## src/rtl/imem_loader.sv

```systemverilog
// imem_loader: receives framed bytes on a valid/ready stream, assembles 19-bit
// instruction words and writes them into the instruction memory. The CPU is
// held in reset while a frame is in progress. The outcome of the last frame
// is reported as a done/error level plus a two-bit error code.
module imem_loader #(
   parameter int          ADDR_W  = 5,
   parameter int          DATA_W  = 19,
   parameter int          DEPTH   = 32,
   parameter int          TIMEOUT = 1024,
   parameter logic [7:0]  SYNC    = 8'hA5
) (
   input  logic              clk,
   input  logic              reset,
   input  logic              in_valid,
   input  logic [7:0]        in_data,
   output logic              in_ready,
   output logic              mem_we,
   output logic [ADDR_W-1:0] mem_addr,
   output logic [DATA_W-1:0] mem_wdata,
   output logic              cpu_hold,
   output logic              busy,
   output logic              done,
   output logic              error,
   output logic [1:0]        err_code,
   output logic [ADDR_W:0]   words_written
);

   // B2 supplies only the top bits of a word; the rest must be zero.
   localparam int          HI_W  = DATA_W - 16;
   localparam int          TMO_W = $clog2(TIMEOUT + 1);
   localparam logic [8:0]  DEPTH_LIM = 9'(DEPTH);
   localparam logic [TMO_W-1:0] TMO_LAST = TMO_W'(TIMEOUT - 1);

   localparam logic [1:0] ERR_FORMAT   = 2'd1;
   localparam logic [1:0] ERR_CHECKSUM = 2'd2;
   localparam logic [1:0] ERR_TIMEOUT  = 2'd3;

   typedef enum logic [2:0] {
      S_IDLE, S_ADDR, S_COUNT, S_D0, S_D1, S_D2, S_WRITE, S_CHK
   } state_t;

   state_t             state, state_next;
   logic [ADDR_W-1:0]  ptr;
   logic [ADDR_W:0]    left;
   logic [7:0]         b0, b1;
   logic [HI_W-1:0]    b2;
   logic [7:0]         checksum;
   logic [TMO_W-1:0]   tcnt;

   logic xfer;
   logic start, fmt_err, chk_ok, chk_bad, tmo;

   assign in_ready  = (state != S_WRITE);
   assign xfer      = in_valid && in_ready;
   assign mem_we    = (state == S_WRITE);
   assign mem_addr  = ptr;
   assign mem_wdata = {b2, b1, b0};
   assign busy      = (state != S_IDLE);

   // State register.
   always_ff @(posedge clk or negedge reset) begin
      // NOTE: sequential state uses non-blocking assignments so every register
      // samples pre-edge values regardless of statement order.
      if (!reset) state <= S_IDLE;
      else        state <= state_next;
   end

   // Next-state decode plus one-cycle event strobes for the datapath.
   always_comb begin
      // NOTE: every output gets a default first so no path infers a latch.
      state_next = state;
      start      = 1'b0;
      fmt_err    = 1'b0;
      chk_ok     = 1'b0;
      chk_bad    = 1'b0;
      tmo        = 1'b0;
      case (state)
         S_IDLE:  if (xfer && in_data == SYNC) begin
                     start      = 1'b1;
                     state_next = S_ADDR;
                  end
         S_ADDR:  if (xfer) begin
                     if (in_data[7:ADDR_W] != '0) fmt_err = 1'b1;
                     else                         state_next = S_COUNT;
                  end
         S_COUNT: if (xfer) begin
                     if (in_data == 8'd0 || {1'b0, in_data} > DEPTH_LIM) fmt_err = 1'b1;
                     else                                                state_next = S_D0;
                  end
         S_D0:    if (xfer) state_next = S_D1;
         S_D1:    if (xfer) state_next = S_D2;
         S_D2:    if (xfer) begin
                     if (in_data[7:HI_W] != '0) fmt_err = 1'b1;
                     else                       state_next = S_WRITE;
                  end
         S_WRITE: state_next = (left == (ADDR_W+1)'(1)) ? S_CHK : S_D0;
         S_CHK:   if (xfer) begin
                     if (in_data == checksum) chk_ok  = 1'b1;
                     else                     chk_bad = 1'b1;
                     state_next = S_IDLE;
                  end
         default: state_next = S_IDLE;
      endcase
      if (fmt_err) state_next = S_IDLE;
      // Inactivity inside a frame; WRITE never consumes a byte so it is exempt.
      if (state != S_IDLE && state != S_WRITE && !xfer && tcnt == TMO_LAST) begin
         tmo        = 1'b1;
         state_next = S_IDLE;
      end
   end

   // Datapath: pointer, word assembly, checksum, status and idle counter.
   always_ff @(posedge clk or negedge reset) begin
      if (!reset) begin
         ptr           <= '0;
         left          <= '0;
         b0            <= '0;
         b1            <= '0;
         b2            <= '0;
         checksum      <= '0;
         tcnt          <= '0;
         cpu_hold      <= 1'b0;
         done          <= 1'b0;
         error         <= 1'b0;
         err_code      <= '0;
         words_written <= '0;
      end else begin
         if (start) begin
            done          <= 1'b0;
            error         <= 1'b0;
            err_code      <= '0;
            words_written <= '0;
            checksum      <= '0;
            cpu_hold      <= 1'b1;
         end

         if (xfer) begin
            case (state)
               S_ADDR:  begin
                           ptr      <= in_data[ADDR_W-1:0];
                           checksum <= checksum ^ in_data;
                        end
               S_COUNT: begin
                           left     <= in_data[ADDR_W:0];
                           checksum <= checksum ^ in_data;
                        end
               S_D0:    begin
                           b0       <= in_data;
                           checksum <= checksum ^ in_data;
                        end
               S_D1:    begin
                           b1       <= in_data;
                           checksum <= checksum ^ in_data;
                        end
               S_D2:    begin
                           b2       <= in_data[HI_W-1:0];
                           checksum <= checksum ^ in_data;
                        end
               default: ;
            endcase
         end

         // DEPTH == 2**ADDR_W, so the natural pointer overflow is the wrap.
         if (state == S_WRITE) begin
            ptr           <= ptr + 1'b1;
            left          <= left - 1'b1;
            words_written <= words_written + 1'b1;
         end

         if (fmt_err) begin
            error    <= 1'b1;
            err_code <= ERR_FORMAT;
            cpu_hold <= 1'b0;
         end
         if (chk_ok) begin
            done     <= 1'b1;
            cpu_hold <= 1'b0;
         end
         if (chk_bad) begin
            error    <= 1'b1;
            err_code <= ERR_CHECKSUM;
            cpu_hold <= 1'b0;
         end
         if (tmo) begin
            error    <= 1'b1;
            err_code <= ERR_TIMEOUT;
            cpu_hold <= 1'b0;
         end

         if (state == S_IDLE || xfer) tcnt <= '0;
         else if (state != S_WRITE)   tcnt <= tcnt + 1'b1;
      end
   end

endmodule
```

## config.mk

```make
export PLATFORM = sky130hd
export DESIGN_NAME = imem_loader
export DESIGN_NICKNAME = d
export VERILOG_FILES = /design/src/rtl/imem_loader.sv
export SDC_FILE = /design/constraint.sdc
export NUM_CORES = 1
export LEC_CHECK = 0
export BUFFER_PORTS_ARGS = -buffer_cell sky130_fd_sc_hd__buf_4
export CAP_MARGIN = 20
export CORE_ASPECT_RATIO = 0.5
export CORE_MARGIN = 3
export CORE_UTILIZATION = 35
export CTS_CLUSTER_SIZE = 24
export DETAILED_ROUTE_END_ITERATION = 6
export PLACE_DENSITY = 0.54
export SLEW_MARGIN = 20
export SYNTH_ARGS = -nofsm -noshare
export SYNTH_HDL_FRONTEND = slang
export SYNTH_SLANG_ARGS = --single-unit
```

## constraint.sdc

```tcl
create_clock -name clk -period 6 [get_ports clk]
set_clock_uncertainty 0.2 [all_clocks]
set_input_delay 0.3 -clock clk [delete_from_list [all_inputs] [get_ports clk]]
set_output_delay 0.3 -clock clk [all_outputs]
set_load 0.01 [all_outputs]
```

# Word-level counts from Yosys, hierarchy flattened
# Cells that the tools add are included.
[classes]
addsub = 4
order_cmp = 1
n_eq_ne = 22
muxes = 57
bitwise = 1
n_reduce_logical = 28
[ops]
columns = ["operator", "count"]
rows = [
  ["$ne A4 B4 Y1 const B", 10],
  ["$mux W3", 13],
  ["$mux W6", 5],
  ["$mux W1", 25],
  ["$mux W8", 3],
  ["$pmux W3 S8", 1],
  ["$mux W11", 2],
  ["$mux W5", 3],
  ["$eq A3 B3 Y1 const B", 4],
  ["$reduce_bool A2 Y1", 6],
  ["$add A11 B1 Y11 const B", 1],
  ["$eq A11 B10 Y1 const B", 1],
  ["$reduce_and A10 Y1", 1],
  ["$reduce_and A2 Y1", 5],
  ["$reduce_bool A5 Y1", 2],
  ["$eq A8 B8 Y1", 1],
  ["$eq A8 B8 Y1 const B", 1],
  ["$gt A8 B6 Y1 const B", 1],
  ["$logic_not A8 Y1", 1],
  ["$mux W2", 4],
  ["$xor A8 B8 Y8", 1],
  ["$add A6 B1 Y6 const B", 1],
  ["$eq A3 B2 Y1 const B", 2],
  ["$eq A6 B1 Y1 const B", 1],
  ["other kinds (12)", 18],
]
[totals]
register_bits = 63
out_inout_bits = 38
wordCells = 126

# Longest topological paths before layout
[logic_depth]
depth_word = 10
ltp_mapped = 8
mapped_depth_nobuf = 7

# Worst setup path before layout
# Ideal clock, no wire load.
[synth_timing]
kind = "input port to flip-flop"
startpoint = "in in_data[3]"
endpoint = "reg checksum[0]"
setup_ns = 0.132
arrival_ns = 2.053
slack_ns = 3.615
path_stages = 8
path_buffers = 3
cell_sequence = "buf_6 or4_4 or4_4 buf_6 and2_4 buf_6 o21ai_1 o21ai_1"
[synth_between]
elab_chain_cells = 7
[synth_lines]
columns = ["element", "line", "source"]
rows = [
  ["from (decl)", "15", "input logic [7:0] in_data,"],
  ["$eq A8 B8 Y1 (*)", "78", "S_IDLE: if (xfer && in_data == SYNC) begin"],
  ["$logic_and A1 B1 Y1 (*)", "78", ""],
  ["$mux W1 (*)", "78", ""],
  ["$mux W1 (*)", "77", "case (state)"],
  ["$mux W8 (*)", "128", "if (start) begin"],
  ["$mux W8", "--", ""],
  ["$mux W8 (*)", "137", "if (xfer) begin"],
  ["to (signal assigned)", "141", "checksum <= checksum ^ in_data;"],
  ["to (signal assigned)", "145", "checksum <= checksum ^ in_data;"],
  ["to (signal assigned)", "149", "checksum <= checksum ^ in_data;"],
  ["to (decl)", "47", "logic [7:0] checksum;"],
]
# Every way passes the cells marked *; elsewhere a longest branch is shown, timed or not.
# A chain may end at the register's enable or synchronous reset.

# Worst setup path in the final report
[layout_timing]
startpoint = "reg state[0]"
endpoint = "out mem_we"
[layout_between]
elab_chain_cells = 1
[layout_lines]
columns = ["element", "line", "source"]
rows = [
  ["from (decl)", "42", "state_t state, state_next;"],
  ["from (signal assigned)", "65", "else state <= state_next;"],
  ["$eq A3 B3 Y1", "55", "assign mem_we = (state == S_WRITE);"],
  ["to (decl)", "17", "output logic mem_we,"],
]
# Every way passes these cells.

==> results by group <==
Clock tree
  – CTS Hold Bufs: 1
  – H-tree Lvls: 3
  – CTS tree: built
  – Post-cts repair resize count: 0
  – Max Root-Sink Buffers: 2
  – TritonCTS Sinks: 63
  – Setup bufs post-CTS: 0
  – Total CTS buffers: 9
  – CTS Root Cell: clkbuf_16
  – CTS clk-pin slew, worst paths: about 0.05 ns
  – Clock latency at the later pin of the worst-skew pair: between 0.3 and 0.4 ns

Power and ir drop
  – Psw: approximately 0.63 mW
  – Power Dens Cells: 468 mW/mm^2
  – Flop pwr share: 0.400
  – Comb power frac: 0.349
  – Int Power: approximately 1.2 mW
  – Peak supply drop: between 0.2 and 0.25 mV
  – Clock power frac: 0.251
  – Sw Ratio: 0.346
  – Lkg Pwr: 1.69 nW

STA
  – Setup Total Neg Slack: 0 ns
  – Tmin final: between 2 and 3 ns
  – RSZ-0062 raised after global routing: no
  – Fmax: ~0.36 GHz
  – Pins over their slew limit: 0
  – Slew @ Worst Pin: ~1.1 ns
  – Tcrit/Tclk final: 0.469
  – Relative slew slack: 0.282
  – Hold Vio Cnt, Final: 0
  – # setup viols final: 0

Yosys
  – Post-synth top area cell: dfrtp_1
  – #FFs+latches synth: between 60 and 70
  – Synth top cells by count: 63 x dfrtp_1, 33 x nor2_1, 25 x nand2_1, 25 x o21ai_0
  – Post-synth cell types: 45
  – Top_reg_cell synth: dfrtp_1
  – Synthesis Warnings: 0
  – Synth area leaders: dfrtp_1 49%, mux2_2 6.7%, o21ai_0 3.9%
  – Number of synthesized flops with an enable pin: 0
  – Synthesized net count: between 300 and 400
  – Async SR Flop Fraction: 1.00
  – Most numerous cell in the Yosys netlist: dfrtp_1
  – Post-synthesis sequential area ratio: 0.493
  – Mapped Area: ~0.0032 sq mm
  – Cells after Synth: between 300 and 400
  – Top-area cell type share of the netlist area: 0.493
  – Mean Syn Cell Area: between 9 and 10 sq um

Drt
  – Total number of vias: ~2600
  – Routed Antenna Nets: 0
  – Initial DRT Pass Iterations: 4
  – DR vias/cell: 5.33
  – DR WL/cell: about 16 microns
  – DRC viols: 0
  – Wirelength, routed: 7730 microns
  – Initial DRC Count: about 160

Finish
  – Sequential standard cell area: 0.00158 sq mm
  – Post-layout util: 0.461
  – Synth-to-layout area growth: 21.6%
  – Multi-input logic area: 0.00150 sq mm
  – Nets: 390
  – Share of layout cells above drive strength 1: 0.228
  – Inserted Diodes: 0
  – Fill cells: ~800

Critical path
  – FF-to-FF setup slack: 3.24 ns
  – Worst Setup SP: state[0]
  – Worst Setup End Kind: output port
  – Worst-path cell chain: nand3b_1 > buf_4 > clkinv_1 > buf_4
  – Crit-path most repeated cell: buf_4
  – WP data arrival: approximately 2.3 ns
  – Slowest-stage cell, CP: dfrtp_1
  – Critical path required time: about 5.5 ns
  – Beginning of the worst register-to-register path: state[0]
  – Kind of critical path: flop to output port
  – CP Max Fanout: 32
  – Startpoint Class: flop
  – Crit-path max cell delay: 0.57 ns

Die
  – DIE AREA: 0.0104 sq mm
  – Die height: 73.6 microns
  – Die X: approximately 140 microns
  – Starting Density: 0.379
  – FP Rows: 23
  – # IOs: a little under 50
  – Core Region: 0.00843 sq mm

Status
  – Outcome: finished clean

Job
  – # Max-Cap Violations: 0

Global routing
  – Grt ovf: 0
  – Antenna violations before repair: 0
  – Vias in the first global route: between 2000 and 2500
  – GRT Util Overall: 0.160
  – Pin count of the biggest net entering global routing: 64
  – Global-route wire length before repair: ~13000 microns

Placement
  – Post-DP HPWL: about 5500 microns
  – Port Buffers: between 40 and 50
  – Routability cong.: between 0.8 and 0.9

Min path
  – Hold_sp: in_data[6]
  – HP Class: input pin to flop
## cells in the final DEF (no fill, tap or decap), types with 2 or more instances in the layout
cell type,instances
a211oi_1,3
a21oi_1,10
a31oi_1,2
buf_4,49
clkbuf_1,4
clkbuf_16,9
dfrtp_1,63
ha_1,5
inv_1,8
mux2_2,19
nand2_1,25
nand2b_1,17
nand3_1,16
nand3b_1,2
nand4_1,9
nor2_1,33
nor2b_1,4
nor3_1,9
nor4_1,2
o2111ai_1,2
o211ai_1,5
o21a_1,2
o21ai_0,24
o21ai_1,20
o31ai_1,3
or3_1,2
or4_1,3
or4_4,2
xnor2_1,3
xor2_1,5
## sequential cells by signal, summed over array words and instances, names as in the netlist
signal,cells
left,6
b1,8
cpu_hold,1
done,1
error,1
state,3
words_written,6
tcnt,11
b0,8
b2,3
mem_addr,5
err_code,2
checksum,8
## worst max-delay path: cells and delay by family, from the launching register on
kind          cells  cell delay [ns]
buf+inv           3             1.24
flops             1             0.57
simple gates      1             0.16
## final cells by class
class	instances	share of cell area
Sequential cell	63	0.405
Multi-Input combinational cell	241	0.386
Timing Repair Buffer	50	0.0972
Clock buffer	14	0.0653
Tap cell	112	0.0360
Inverter	9	0.00869
Clock inverter	1	0.00129
## cell families after synthesis
family                     share of synthesized area
muxes                                         0.0700
adders and majority gates                     0.0196
AOI/OAI and AO/OA                              0.154
buffers and inverters                         0.0376
DFF                                            0.493
xor gates and xnor gates                      0.0219
and+or+nand+nor                                0.204
## power groups by stage
stage	Clock, mW	Combinational (mW)	Sequential (mW)
6_report	0.456	0.635	0.728
5_1_grt	0.495	0.710	0.759
4_1_cts	0.470	0.644	0.727
3_5_place_dp	0	0.640	0.733
3_3_place_gp	0	0.631	0.727
2_1_floorplan	0	0.355	0.739
## layer usage
metal	up-vias	wire length, microns	global-route usage
li1	1268	-	-
met1	1273	3790	0.231
met2	65	3470	0.232
met3	5	426	0.0462
met4	0	50	0.0483
met5	-	0	0
## worst paths after layout
path	to	cells after the start
worst max-delay path	mem_we	4
worst min-delay path	b0[6]	2
worst max register to register	tcnt[2]	5
worst min register to register	mem_addr[4]	1
max in group asynchronous	mem_addr[1]	2
min in group asynchronous	b0[2]	2
## metrics by stage
stage | area, sq um | setup slack, ns | hold WS, ns | total power, mW | cells
final | 3890 | 3.19 | 0.0887 | 1.82 | 490
after global routing | 3890 | 3.01 | 0.0787 | 1.96 | 490
after CTS | 3890 | 3.21 | 0.0725 | 1.84 | 490
after detailed placement | 3620 | 3.28 | 0.250 | 1.37 | 474
after global placement | 3620 | 3.32 | 0.240 | 1.36 | 474
after floorplan | 3200 | 3.62 | -0.196 | 1.09 | 330
No activity file was read; power rests on OpenSTA's default activity.
